===== src/rtl/esl_to_binary.sv =====
// ESL bitstream-pair decoder: counts ones on x/y over a 2^CNT_W window, then divides the bipolar values.
// Define ESL_DEC_ROUND_EN for one extra quotient bit with round-half-away-from-zero.
`ifndef BIN_LEN
`define BIN_LEN 4
`endif

module esl_to_binary #(
    parameter int CNT_W  = `BIN_LEN,
    parameter int FRAC_W = `BIN_LEN - 1
) (
    input  logic              clock,
    input  logic              reset,
    input  logic              enable,
    input  logic              start,
    input  logic              in_x,
    input  logic              in_y,
    output logic              busy,
    output logic              out_valid,
    output logic [FRAC_W+1:0] out_val,
    output logic              div_by_zero
);

    localparam int OUT_W = FRAC_W + 2;
    localparam int BV_W  = CNT_W + 2;
`ifdef ESL_DEC_ROUND_EN
    localparam int Q_W   = FRAC_W + 2;
`else
    localparam int Q_W   = FRAC_W + 1;
`endif
    localparam int IT_W  = $clog2(Q_W + 1);

    localparam logic [BV_W-1:0]  N_VAL     = BV_W'(1) << CNT_W;
    localparam logic [OUT_W-1:0] SAT_MAG   = {1'b0, {(FRAC_W+1){1'b1}}};
    localparam logic [CNT_W-1:0] WIN_LAST  = {CNT_W{1'b1}};
    localparam logic [IT_W-1:0]  ITER_LAST = IT_W'(Q_W - 1);

    typedef enum logic [1:0] {
        S_IDLE,
        S_ACCUM,
        S_DIVIDE,
        S_DONE
    } state_t;

    state_t             state_q, state_d;
    logic [CNT_W:0]     cx_q, cx_d;
    logic [CNT_W:0]     cy_q, cy_d;
    logic [CNT_W-1:0]   win_q, win_d;
    logic [IT_W-1:0]    iter_q, iter_d;
    logic [BV_W-1:0]    rem_q, rem_d;
    logic [Q_W-1:0]     quot_q, quot_d;
    logic [OUT_W-1:0]   out_val_q, out_val_d;
    logic               dbz_q, dbz_d;

    // Bipolar values are formed straight from the counters, which hold still during DIVIDE.
    logic [BV_W-1:0]    bx, by;
    logic [BV_W-1:0]    bx_mag, by_mag;
    logic               sign;
    logic               by_zero, bx_zero, sat_cond;
    logic [OUT_W-1:0]   sat_signed;

    assign bx       = {cx_q, 1'b0} - N_VAL;
    assign by       = {cy_q, 1'b0} - N_VAL;
    assign bx_mag   = bx[BV_W-1] ? -bx : bx;
    assign by_mag   = by[BV_W-1] ? -by : by;
    assign sign     = bx[BV_W-1] ^ by[BV_W-1];
    assign by_zero  = (by_mag == '0);
    assign bx_zero  = (bx_mag == '0);
    assign sat_cond = (bx_mag >= (by_mag << 1));
    assign sat_signed = sign ? -SAT_MAG : SAT_MAG;

    // Restoring division step: first cycle starts from |bx|, the quotient's 2^0 bit.
    logic [BV_W-1:0]    r_in;
    logic               q_bit;
    logic [BV_W-1:0]    rem_next;
    logic [Q_W-1:0]     quot_next;
    logic [OUT_W-1:0]   div_mag;
    logic [OUT_W-1:0]   div_signed;

    assign r_in      = (iter_q == '0) ? bx_mag : (rem_q << 1);
    assign q_bit     = (r_in >= by_mag);
    assign rem_next  = q_bit ? (r_in - by_mag) : r_in;
    assign quot_next = (quot_q << 1) | Q_W'(q_bit);

`ifdef ESL_DEC_ROUND_EN
    logic [OUT_W-1:0]   q_rnd;
    assign q_rnd   = {1'b0, quot_next[Q_W-1:1]} + OUT_W'(quot_next[0]);
    assign div_mag = (q_rnd > SAT_MAG) ? SAT_MAG : q_rnd;
`else
    assign div_mag = {1'b0, quot_next};
`endif
    assign div_signed = sign ? -div_mag : div_mag;

    always_ff @(posedge clock or posedge reset) begin
        if (reset) begin
            state_q   <= S_IDLE;
            cx_q      <= '0;
            cy_q      <= '0;
            win_q     <= '0;
            iter_q    <= '0;
            rem_q     <= '0;
            quot_q    <= '0;
            out_val_q <= '0;
            dbz_q     <= 1'b0;
        end else begin
            state_q   <= state_d;
            cx_q      <= cx_d;
            cy_q      <= cy_d;
            win_q     <= win_d;
            iter_q    <= iter_d;
            rem_q     <= rem_d;
            quot_q    <= quot_d;
            out_val_q <= out_val_d;
            dbz_q     <= dbz_d;
        end
    end

    always_comb begin
        state_d   = state_q;
        cx_d      = cx_q;
        cy_d      = cy_q;
        win_d     = win_q;
        iter_d    = iter_q;
        rem_d     = rem_q;
        quot_d    = quot_q;
        out_val_d = out_val_q;
        dbz_d     = dbz_q;
        case (state_q)
            S_IDLE: begin
                if (start) begin
                    cx_d    = '0;
                    cy_d    = '0;
                    win_d   = '0;
                    iter_d  = '0;
                    rem_d   = '0;
                    quot_d  = '0;
                    state_d = S_ACCUM;
                end
            end
            S_ACCUM: begin
                if (enable) begin
                    cx_d  = cx_q + {{CNT_W{1'b0}}, in_x};
                    cy_d  = cy_q + {{CNT_W{1'b0}}, in_y};
                    win_d = win_q + CNT_W'(1);
                    if (win_q == WIN_LAST) begin
                        state_d = S_DIVIDE;
                    end
                end
            end
            S_DIVIDE: begin
                if ((iter_q == '0) && by_zero) begin
                    dbz_d     = 1'b1;
                    out_val_d = bx_zero ? '0 : sat_signed;
                    state_d   = S_DONE;
                end else if ((iter_q == '0) && sat_cond) begin
                    dbz_d     = 1'b0;
                    out_val_d = sat_signed;
                    state_d   = S_DONE;
                end else begin
                    rem_d  = rem_next;
                    quot_d = quot_next;
                    iter_d = iter_q + IT_W'(1);
                    if (iter_q == ITER_LAST) begin
                        dbz_d     = 1'b0;
                        out_val_d = div_signed;
                        state_d   = S_DONE;
                    end
                end
            end
            S_DONE: begin
                state_d = S_IDLE;
            end
            default: begin
                state_d = S_IDLE;
            end
        endcase
    end

    assign busy        = (state_q != S_IDLE);
    assign out_valid   = (state_q == S_DONE);
    assign out_val     = out_val_q;
    assign div_by_zero = dbz_q;

endmodule


===== config.mk =====
export PLATFORM = sky130hd
export DESIGN_NAME = esl_to_binary
export DESIGN_NICKNAME = d
export VERILOG_FILES = /design/src/rtl/esl_to_binary.sv
export SDC_FILE = /design/constraint.sdc
export NUM_CORES = 1
export LEC_CHECK = 0
export BUFFER_PORTS_ARGS = -buffer_cell sky130_fd_sc_hd__buf_2
export CAP_MARGIN = 0
export CORE_ASPECT_RATIO = 1.4
export CORE_UTILIZATION = 30
export CTS_BUF_LIST = sky130_fd_sc_hd__clkbuf_4
export CTS_CLUSTER_SIZE = 30
export DETAILED_ROUTE_END_ITERATION = 8
export PLACE_DENSITY = 0.52
export SLEW_MARGIN = 20
export SYNTH_ARGS = -nofsm -noshare
export SYNTH_HDL_FRONTEND = slang
export SYNTH_SLANG_ARGS = --single-unit

===== constraint.sdc =====
create_clock -name clock -period 6.4 [get_ports clock]
set_input_delay 0.64 -clock clock [delete_from_list [all_inputs] [get_ports clock]]
set_output_delay 0.64 -clock clock [all_outputs]
set_load 0.05 [all_outputs]

==> results_dict.tcl <==
set metrics [dict create \
    seq_area_um2 801 \
    worstPathBufferInverterCount 2 \
    synthToLayoutAreaGrowth_pct 9.35 \
    start_kind "flop" \
    h-tree-depth 2 \
    syn_avg_cell_area_um2 8.94 \
    crit_family "compound AO/OA/AOI/OAI gates" \
    vias_per_cell 5.30 \
    num_io_pins 14 \
    synth.most_common_cell "dfrtp_1" \
    diodes 0 \
    gp_congestion 0.803 \
    grt_max_degree 33 \
    rsz0062_at_grt "false" \
    drive_gt1_share_pct 13.7 \
    setup_ws_ns 2.61 \
    max_slew_margin_pct 51.1 \
    syn_inst 268 \
    route.met2.wl_um 2940 \
    setup_viol 0 \
    start_util_pct 30.9 \
    dp.cells 376 \
    core_area_um2 7750 \
    met3_length_um 146 \
    clk_path_buf_depth 2 \
    fin_worst_skew_ns 0.0126 \
    final_max_slew_viol_count 0 \
    drt_iter0_drc 102 \
    top_layer_used "met4" \
    overflow 0 \
    antenna_found_initial 0 \
    insertion_delay_ns 0.34 \
    synth_top_area_cell "dfrtp_1" \
    grt_pass1_vias 2052 \
    synth_nets 299 \
    grtUsageTotal_pct 15.3 \
    numCtsBuffers 5 \
    hold_path_class "in2async" \
    cts.sink_count 32 \
    post-route-period-util_pct 59.3 \
    crit_chain "inv_1, ha_1, o21ai_0, a31oi_1, ha_1, a21o_1, a31oi_1, o21ai_0, clkinv_1, ha_1, or4_1, a31oi_1, o22a_2" \
    dp_hpwl_um 4520 \
    finish.instance_area_um2 2620 \
    rows 38 \
    ys_ff_latch 32 \
    worstMarginPinSlew_ns 0.730 \
    max_freq_ghz 0.264 \
    cp_max_fo 8 \
    cts_root_buffer "clkbuf_4" \
    outcome "complete, no violations" \
    cp-end-kind "flop" \
    cts_tree "done" \
    synthTopCellsByCount "dfrtp_1, ha_1, inv_1, o21ai_0, nor2_1" \
    place_worst_setup_slack_ns 2.63 \
    multi_input_area_um2 1470 \
    timing.setup.tns_ns 0 \
    async_flop_share_pct 100 \
    ys_types 53 \
    place_area_um2 2560 \
    path_class "reg2reg" \
    hold_buffers 0 \
    m1WireLength_um 2660 \
    die_w_um 77.5 \
    syn_area_um2 2390 \
    drc 0 \
    critPathSlowestCell "or4_1" \
    die_height_um 108 \
    die_area_um2 8350 \
    post_cts_buffers 0 \
    synthFlopType "dfrtp_1" \
    fillers 815 \
    cts_resized 0 \
    maxCapViolCount 0 \
    finalHoldViolCount 0 \
    ys_seq_area_share_pct 33.4 \
    synth_edf_count 0 \
    numPortBuffers 13 \
    reg2reg_slack_ns 2.61 \
    synth.top_cell.area_share_pct 33.4 \
    synth_area_leaders "dfrtp_1, ha_1, o21ai_0" \
    period_needed_ns 3.79 \
    critPathRequiredTime_ns 6.70 \
    cp.arrival_ns 4.09 \
    antenna_left 0 \
    clk_pin_slew_worst_paths_ns 0.12 \
    grt_pass1_wl_um 9960 \
    critPathMaxStageDelay_ns 0.50 \
    totalWireLength_um 5900 \
    final-instance-count-excl-fill 384 \
    first_pass_iters 4 \
    num_vias 2037 \
    yosysWarnings 0 \
    finalNetCount 314 \
    wl_per_cell_um 15.4 \
]
## final timing paths
path                       startpoint    endpoint  cells past startpoint
setup / recovery              cx_q[0]  out_val[2]                     13
hold / removal                  reset   iter_q[0]                      3
setup reg to reg              cx_q[0]  out_val[2]                     13
hold reg to reg            out_val[0]  out_val[0]                      1
max in group asynchronous       reset    rem_q[2]                      3
min in group clock         out_val[0]  out_val[0]                      1
## placed cells by master (no fill, tap or decap), types with 5 or more instances in the layout
cell type	count
nor2_1	21
o21a_1	5
dfrtp_1	32
inv_1	23
a21oi_1	15
mux2_2	6
buf_2	13
xor2_1	8
clkbuf_4	5
a22o_1	6
nand4_1	14
o21ai_0	22
ha_1	25
nand2_1	20
## flip-flops by register name (all words and copies together), names as in the netlist
name	flops
rem_q	4
quot_q	3
iter_q	3
cx_q	5
cy_q	5
win_q	4
out_val	5
state_q	2
div_by_zero	1
## cell families (layout without fill, tap and decap cells)
| kind of cell | count (synthesis) | in the layout | synth area share, % |
|---|---|---|---|
| AO/OA/AOI/OAI | 76 | 76 | 21.7 |
| XOR/XNOR | 13 | 13 | 5.07 |
| adder cells (fa/ha/maj) | 25 | 25 | 13.1 |
| buffers and inverters | 30 | 46 | 5.02 |
| flip-flops | 32 | 32 | 33.4 |
| multiplexers | 9 | 9 | 4.08 |
| AND/OR/NAND/NOR | 83 | 83 | 17.7 |
## area by class of cell
class | count | share of cell area [%]
well taps | 100 | 4.78
inverters | 24 | 3.44
clock buffers | 5 | 1.43
flip-flops and latches | 32 | 30.6
repair buffers | 14 | 2.77
multi-input cells | 206 | 56.3
clock inverters | 3 | 0.717
## metrics by stage
step	utilization, %	hold slack, ns
3_5_place_dp	33.1	0.491
3_3_place_gp	33.1	0.489
2_1_floorplan	-	0.467
6_report	33.8	0.365
5_1_grt	33.8	0.413
4_1_cts	33.8	0.378
## worst reg2reg max path, delay by kind of cell, from the launching register on
| kind | cells | cell delay (ns) |
|---|---|---|
| flops | 1 | 0.47 |
| buf+inv | 2 | 0.46 |
| fa+ha+maj | 3 | 0.93 |
| compound gates | 7 | 1.39 |
| simple gates | 1 | 0.50 |
## metal layers
metal | up-vias | track usage (%)
met3 | 11 | 2.37
li1 | 1008 | -
met5 | - | 0
met1 | 983 | 18.5
met2 | 35 | 27.0
met4 | 0 | 5.53
Power is left out: the tool's default activity adds up to more than one toggle a clock period on the data nets, which glitch-free logic cannot reach.
